<file path="config.mk">
export PLATFORM = sky130hd
export DESIGN_NAME = neuron_access_ctrl
export DESIGN_NICKNAME = d
export VERILOG_FILES = /design/src/rtl/neuron_access_ctrl.sv
export SDC_FILE = /design/constraint.sdc
export NUM_CORES = 1
export LEC_CHECK = 0
export ABC_AREA = 1
export ABC_CLOCK_PERIOD_IN_PS = 2850
export CORE_MARGIN = 1.5
export CORE_UTILIZATION = 55
export CTS_CLUSTER_DIAMETER = 100
export DETAILED_ROUTE_END_ITERATION = 8
export PLACE_DENSITY_LB_ADDON = 0.15
export SETUP_SLACK_MARGIN = 0.5
export SLEW_MARGIN = 20
export SYNTH_ARGS = -nofsm -noshare
export SYNTH_HDL_FRONTEND = slang
export SYNTH_SLANG_ARGS = --single-unit
</file>
<file path="constraint.sdc">
create_clock -name clk -period 2.85 [get_ports clk]
set_input_delay 0.855 -clock clk [delete_from_list [all_inputs] [get_ports clk]]
set_output_delay 0.855 -clock clk [all_outputs]
set_load 0.01 [all_outputs]
</file>
<file path="src/rtl/neuron_access_ctrl.sv">
`default_nettype none
// ============================================================================
// Module   : neuron_access_ctrl
// Purpose  : Host-side sequencer for reads/writes into the Poisson neuron
//            array memory. Queues host commands in a small FIFO, holds each
//            request on ext_req until the array acknowledges it, returns read
//            data over a valid/ready channel, and provides a bulk fill engine.
// Revision : 1.0 - initial release
// ============================================================================
module neuron_access_ctrl #(
  parameter  int NEURON_NUMBER = 256,
  parameter  int NEUR_WIDTH    = 13,
  parameter  int CMD_DEPTH     = 4,
  parameter  int WAIT_LIMIT    = 1024,
  localparam int AW            = $clog2(NEURON_NUMBER)
) (
  input  logic                  clk,
  input  logic                  reset,
  // host command channel
  input  logic                  cmd_valid,
  output logic                  cmd_ready,
  input  logic                  cmd_we,
  input  logic [AW-1:0]         cmd_addr,
  input  logic [NEUR_WIDTH-1:0] cmd_data,
  // host read response channel
  output logic                  rsp_valid,
  input  logic                  rsp_ready,
  output logic [AW-1:0]         rsp_addr,
  output logic [NEUR_WIDTH-1:0] rsp_data,
  // bulk fill
  input  logic                  fill_start,
  input  logic [NEUR_WIDTH-1:0] fill_data,
  output logic                  fill_busy,
  output logic                  starve_err,
  // neuron array port
  output logic                  ext_req,
  input  logic                  ext_ack,
  output logic                  ext_we,
  output logic                  ext_re,
  output logic [AW-1:0]         ext_neur_addr,
  output logic [NEUR_WIDTH-1:0] ext_neur_data_in,
  input  logic [NEUR_WIDTH-1:0] ext_neur_data_out
);

  localparam int PW  = $clog2(CMD_DEPTH) + 1;   // pointer width incl. wrap bit
  localparam int IW  = PW - 1;                  // FIFO index width
  localparam int WCW = $clog2(WAIT_LIMIT + 1);  // starvation counter width

  typedef enum logic [2:0] {
    S_IDLE   = 3'd0,
    S_ACCESS = 3'd1,
    S_RD_CAP = 3'd2,
    S_RSP    = 3'd3,
    S_FILL   = 3'd4
  } state_t;

  state_t                  state_q, state_d;
  logic [PW-1:0]           wr_ptr_q, wr_ptr_d;
  logic [PW-1:0]           rd_ptr_q, rd_ptr_d;
  logic                    fifo_we_q   [CMD_DEPTH];
  logic                    fifo_we_d   [CMD_DEPTH];
  logic [AW-1:0]           fifo_addr_q [CMD_DEPTH];
  logic [AW-1:0]           fifo_addr_d [CMD_DEPTH];
  logic [NEUR_WIDTH-1:0]   fifo_data_q [CMD_DEPTH];
  logic [NEUR_WIDTH-1:0]   fifo_data_d [CMD_DEPTH];
  logic [AW-1:0]           fill_cnt_q, fill_cnt_d;
  logic [NEUR_WIDTH-1:0]   fill_val_q, fill_val_d;
  logic [AW-1:0]           rsp_addr_q, rsp_addr_d;
  logic [NEUR_WIDTH-1:0]   rsp_data_q, rsp_data_d;
  logic [WCW-1:0]          wait_cnt_q, wait_cnt_d;
  logic                    starve_q, starve_d;

  logic [PW-1:0]           count;
  logic                    empty, full, push, pop;
  logic [IW-1:0]           rd_idx, wr_idx;
  logic                    head_we;
  logic [AW-1:0]           head_addr;
  logic [NEUR_WIDTH-1:0]   head_data;
  logic                    wait_at_limit;

  // FIFO status, head entry and array-side drive decoded from current state
  always_comb begin
    rd_idx    = rd_ptr_q[IW-1:0];
    wr_idx    = wr_ptr_q[IW-1:0];
    count     = wr_ptr_q - rd_ptr_q;
    empty     = (count == '0);
    full      = (count == PW'(CMD_DEPTH));
    head_we   = fifo_we_q[rd_idx];
    head_addr = fifo_addr_q[rd_idx];
    head_data = fifo_data_q[rd_idx];

    // no new commands while filling or when a fill is being launched
    cmd_ready = ~reset & ~full & (state_q != S_FILL) & ~fill_start;
    push      = cmd_valid & cmd_ready;
    pop       = (state_q == S_ACCESS) & ext_ack;

    ext_req          = (state_q == S_ACCESS) | (state_q == S_FILL);
    ext_we           = ((state_q == S_ACCESS) & head_we) | (state_q == S_FILL);
    ext_re           = (state_q == S_ACCESS) & ~head_we;
    ext_neur_addr    = (state_q == S_FILL) ? fill_cnt_q : head_addr;
    ext_neur_data_in = (state_q == S_FILL) ? fill_val_q : head_data;

    rsp_valid  = (state_q == S_RSP);
    rsp_addr   = rsp_addr_q;
    rsp_data   = rsp_data_q;
    fill_busy  = (state_q == S_FILL);
    starve_err = starve_q;

    wait_at_limit = (wait_cnt_q == WCW'(WAIT_LIMIT - 1));
  end

  // next-state, FIFO update, fill counter and starvation tracking
  always_comb begin
    state_d     = state_q;
    wr_ptr_d    = wr_ptr_q;
    rd_ptr_d    = rd_ptr_q;
    fifo_we_d   = fifo_we_q;
    fifo_addr_d = fifo_addr_q;
    fifo_data_d = fifo_data_q;
    fill_cnt_d  = fill_cnt_q;
    fill_val_d  = fill_val_q;
    rsp_addr_d  = rsp_addr_q;
    rsp_data_d  = rsp_data_q;
    wait_cnt_d  = '0;
    starve_d    = starve_q | wait_at_limit;

    if (push) begin
      fifo_we_d[wr_idx]   = cmd_we;
      fifo_addr_d[wr_idx] = cmd_addr;
      fifo_data_d[wr_idx] = cmd_data;
      wr_ptr_d            = wr_ptr_q + PW'(1);
    end
    if (pop) begin
      rd_ptr_d = rd_ptr_q + PW'(1);
    end

    // saturate so a long stall cannot wrap back below the limit
    if (ext_req & ~ext_ack) begin
      wait_cnt_d = wait_at_limit ? wait_cnt_q : wait_cnt_q + WCW'(1);
    end

    case (state_q)
      S_IDLE: begin
        if (fill_start) begin
          state_d    = S_FILL;
          fill_val_d = fill_data;
          fill_cnt_d = '0;
        end else if (!empty) begin
          state_d = S_ACCESS;
        end
      end
      S_ACCESS: begin
        if (ext_ack) begin
          if (head_we) begin
            // back-to-back writes while more entries sit behind the head
            state_d = (count > PW'(1)) ? S_ACCESS : S_IDLE;
          end else begin
            rsp_addr_d = head_addr;
            state_d    = S_RD_CAP;
          end
        end
      end
      S_RD_CAP: begin
        // array read data is registered: valid the cycle after the ack
        rsp_data_d = ext_neur_data_out;
        state_d    = S_RSP;
      end
      S_RSP: begin
        if (rsp_ready) begin
          state_d = S_IDLE;
        end
      end
      S_FILL: begin
        if (ext_ack) begin
          if (fill_cnt_q == AW'(NEURON_NUMBER - 1)) begin
            state_d = S_IDLE;
          end else begin
            fill_cnt_d = fill_cnt_q + AW'(1);
          end
        end
      end
      default: state_d = S_IDLE;
    endcase
  end

  // register all state; reset aborts any access or fill in progress
  always_ff @(posedge clk) begin
    if (reset) begin
      state_q    <= S_IDLE;
      wr_ptr_q   <= '0;
      rd_ptr_q   <= '0;
      fill_cnt_q <= '0;
      fill_val_q <= '0;
      rsp_addr_q <= '0;
      rsp_data_q <= '0;
      wait_cnt_q <= '0;
      starve_q   <= 1'b0;
      for (int i = 0; i < CMD_DEPTH; i++) begin
        fifo_we_q[i]   <= 1'b0;
        fifo_addr_q[i] <= '0;
        fifo_data_q[i] <= '0;
      end
    end else begin
      state_q     <= state_d;
      wr_ptr_q    <= wr_ptr_d;
      rd_ptr_q    <= rd_ptr_d;
      fill_cnt_q  <= fill_cnt_d;
      fill_val_q  <= fill_val_d;
      rsp_addr_q  <= rsp_addr_d;
      rsp_data_q  <= rsp_data_d;
      wait_cnt_q  <= wait_cnt_d;
      starve_q    <= starve_d;
      fifo_we_q   <= fifo_we_d;
      fifo_addr_q <= fifo_addr_d;
      fifo_data_q <= fifo_data_d;
    end
  end

endmodule
`default_nettype wire

</file>
==> impl_metrics.json <==
{
  "status": "finished with violations",
  "violations": "setup timing",
  "synth.top_cells.by_count": "nand2_1 (258), nor2_1 (236), dfxtp_1 (151)",
  "drt_iter0_markers": 735,
  "regToRegStartpoint": "rd_ptr_q[0]$_SDFFE_PP0P_",
  "synth_top_area_share": 0.422,
  "yosysTopAreaCell": "dfxtp_1",
  "viasPerCell": 5.40,
  "die_h_um": 117,
  "ir_drop_v": 0.000504,
  "yosysMostFrequentCell": "nand2_1",
  "r2r_end": "state_q[0]$_SDFFE_PP0P_",
  "cts_made_buffers": 17,
  "core_area_sq_um": 12700,
  "ys_seq_area_frac": 0.422,
  "syn_inst": 1095,
  "end_kind": "primary output",
  "critPathLaunchType": "flip-flop",
  "rows": 41,
  "final.setup_skew_ns": 0.00896,
  "area_delta_synth_final_pct": 44.7,
  "drive_above_1_share": 0.204,
  "yosys_warnings": 0,
  "ys_seq_elements": 151,
  "initial_utilization": 0.566,
  "p_comb_frac": 0.313,
  "rrSetupSlack_ns": 0.06,
  "cts_root_buffer": "clkbuf_16",
  "post_drt_wl_per_cell_um": 16.5,
  "rr_worst_depth": 18,
  "p_leak_nw": 4.82,
  "ios": 103,
  "use_met2": 0.492,
  "wl_mm": 23.4,
  "crit_start": "rd_ptr_q[0]$_SDFFE_PP0P_",
  "fmax_mhz": 350,
  "hold_viol_final": 0,
  "switching_share": 0.311,
  "grt_busiest_layer": "met2",
  "dp_hpwl_mm": 11.5,
  "finalSetupViolations": 1,
  "async_reset_ff_frac": 0,
  "port_buffers": 102,
  "path_max_fanout": 3,
  "die-area_sq_um": 13700,
  "n_fill_cell": 810,
  "grt-ovfl-total": 0,
  "syn_nets": 1158,
  "cts_hold_buf": 0,
  "gp_congestion": 0.850,
  "dp.cells": 1336,
  "place_area_sq_um": 8430,
  "firstDrtPassIters": 5,
  "setup_ws_ns": -0.00477,
  "cts_buffer_depth": 2,
  "grt_antenna_before_repair": 0,
  "antenna_left": 0,
  "num_vias": 7643,
  "syn_area_per_cell_sq_um": 6.55,
  "cts_tree": "built",
  "crit_end": "cmd_ready",
  "min_period_ns": 2.85,
  "hold_path_depth": 2,
  "pwr-share-clk": 0.339,
  "grt_max_degree": 67,
  "p_int_mw": 4.64,
  "max_cap_viol_count": 0,
  "die_w_um": 117,
  "clkTransAtPathRegs_ns": 0.06,
  "syn_area_sq_um": 7170,
  "hold_class": "reg -> reg",
  "crit_type": "reg -> out",
  "worstMarginPinSlew_ns": 0.672,
  "synth.area.top_cells": "dfxtp_1 (42%), nand2_1 (14%), nor2_1 (12%)",
  "finalMaxSlewViolations": 0,
  "ys_types": 32,
  "relSlewSlack": 0.548,
  "final_cells": 1416,
  "numClockSinks": 151,
  "switching_power_mw": 2.10,
  "remaining_drc_errors": 0,
  "antenna_cells": 0,
  "fin_nets": 1294,
  "first_global_vias": 6528,
  "clock_latency_ns": 0.43,
  "critPathArrivalTime_ns": 2.00,
  "postLayoutCellArea_sq_um": 10400,
  "met3_usage": 0.0613,
  "cellPowerDensity_nw_per_um2": 649,
  "synth-edff-count": 0,
  "grt_use_met1": 0.379,
  "grt_pass1_wl_mm": 31.1,
  "fin_crit_sh": 1.00,
  "pwr-share-seq": 0.348,
  "ys_dominant_reg_cell": "dfxtp_1",
  "grt_setup_unrepaired": "true",
  "critPathRequiredTime_ns": 2.00,
  "track_usage": 0.294,
  "htree_levels": 4
}
[worst min-delay path by stage]
stage                                        endpoint  slack [ns]                         from
after floorplan           fill_val_q[10]$_SDFFE_PP0P_        0.42  fill_val_q[10]$_SDFFE_PP0P_
after global placement     fill_val_q[6]$_SDFFE_PP0P_        0.44   fill_val_q[6]$_SDFFE_PP0P_
after detailed placement   fill_val_q[8]$_SDFFE_PP0P_        0.44   fill_val_q[8]$_SDFFE_PP0P_
after CTS                  fill_val_q[8]$_SDFFE_PP0P_        0.45   fill_val_q[8]$_SDFFE_PP0P_
after global routing      wait_cnt_q[10]$_SDFFE_PP0N_        0.48  wait_cnt_q[10]$_SDFFE_PP0N_
final                     wait_cnt_q[10]$_SDFFE_PP0N_        0.46  wait_cnt_q[10]$_SDFFE_PP0N_
[sequential cells by signal (all words and copies together), names as in the netlist]
register	cells
wait_cnt_q	11
rsp_addr	8
rsp_data	13
state_q	3
starve_err	1
fifo_data_q	52
fill_val_q	13
fifo_addr_q	32
fill_cnt_q	8
fifo_we_q	4
rd_ptr_q	3
wr_ptr_q	3
[layout make-up]
cell class / instances / area (sq um) / share of cell area
clock inverters: 6 / 88.8 / 0.00856
flip-flops and latches: 151 / 3040 / 0.293
multi-input cells: 745 / 3970 / 0.383
well taps: 172 / 215 / 0.0207
clock buffers: 26 / 509 / 0.0491
inverters: 143 / 579 / 0.0558
repair buffers: 173 / 1970 / 0.190
[routing by layer]
metal	vias to the layer above	wire (um)
met5	-	0
met4	0	779
met3	69	1610
met2	345	11600
met1	3554	9380
li1	3675	-
[cell families after synthesis]
kind of cell / count (synthesis) / share of synthesized area
buffers and inverters: 199 / 0.110
AOI/OAI and AO/OA: 185 / 0.135
DFF: 151 / 0.422
xor gates and xnor gates: 6 / 0.00733
adders and majority gates: 9 / 0.0168
and+or+nand+nor: 545 / 0.310
[power groups by stage]
stage | clock [mW] | combinational, mW | sequential, mW
after floorplan | 0 | 0.723 | 2.35
after global placement | 0 | 1.34 | 2.35
after detailed placement | 0 | 1.35 | 2.35
after CTS | 2.28 | 1.50 | 2.32
after global routing | 2.38 | 2.23 | 2.35
final | 2.28 | 2.11 | 2.34
[layout by cell type (no fill, tap or decap), drive strengths merged]
cell | synthesis | routed
inv | 142 | 141
o21a | 1 | 1
buf | 29 | 89
dfxtp | 151 | 151
o21ai | 87 | 87
nand4 | 9 | 9
or2 | 1 | 1
nand2 | 262 | 262
a22oi | 7 | 7
clkinvlp | 0 | 2
clkinv | 1 | 4
clkbuf | 27 | 33
fa | 1 | 1
dlymetal6s2s | 0 | 1
ha | 8 | 8
nor3 | 7 | 7
a31oi | 15 | 15
nor2 | 239 | 239
dlygate4sd2 | 0 | 1
a21oi | 75 | 75
xor2 | 4 | 4
xnor2 | 2 | 2
clkdlybuf4s50 | 0 | 75
nand3 | 26 | 26
nor3b | 1 | 1
bufinv | 0 | 2
[metrics by stage]
stage / setup WS (ns) / setup TNS [ns] / power [mW] / util / hold WS (ns)
6_report: -0.00477 / -0.00477 / 6.73 / 0.819 / 0.458
5_1_grt: -0.0620 / -0.0826 / 6.96 / 0.819 / 0.479
4_1_cts: 0.0495 / 0 / 6.11 / 0.739 / 0.451
3_5_place_dp: -0.170 / -0.170 / 3.70 / 0.665 / 0.442
3_3_place_gp: -0.156 / -0.156 / 3.69 / 0.665 / 0.437
2_1_floorplan: 0.491 / 0 / 3.07 / - / 0.424
[critical path, cell delays in order, from the launching register on]
cell and delay (ns):
dfxtp_4 0.38, ha_4 0.17, fa_1 0.56, nand2_2 0.09, inv_2 0.07, nand3_4 0.08, nand2_2 0.07, inv_2 0.04
buf_6 0.11
[repair_timing]
item / CTS / global route
cloned: 4 / 8
setup endpoints to repair: 45 / 91
gates resized for setup: 161 / 198
setup buffers: 18 / 18
pin swaps: 27 / 40
endpoints found under the hold margin: 0 / 0
No activity file was read; power rests on OpenSTA's default activity.
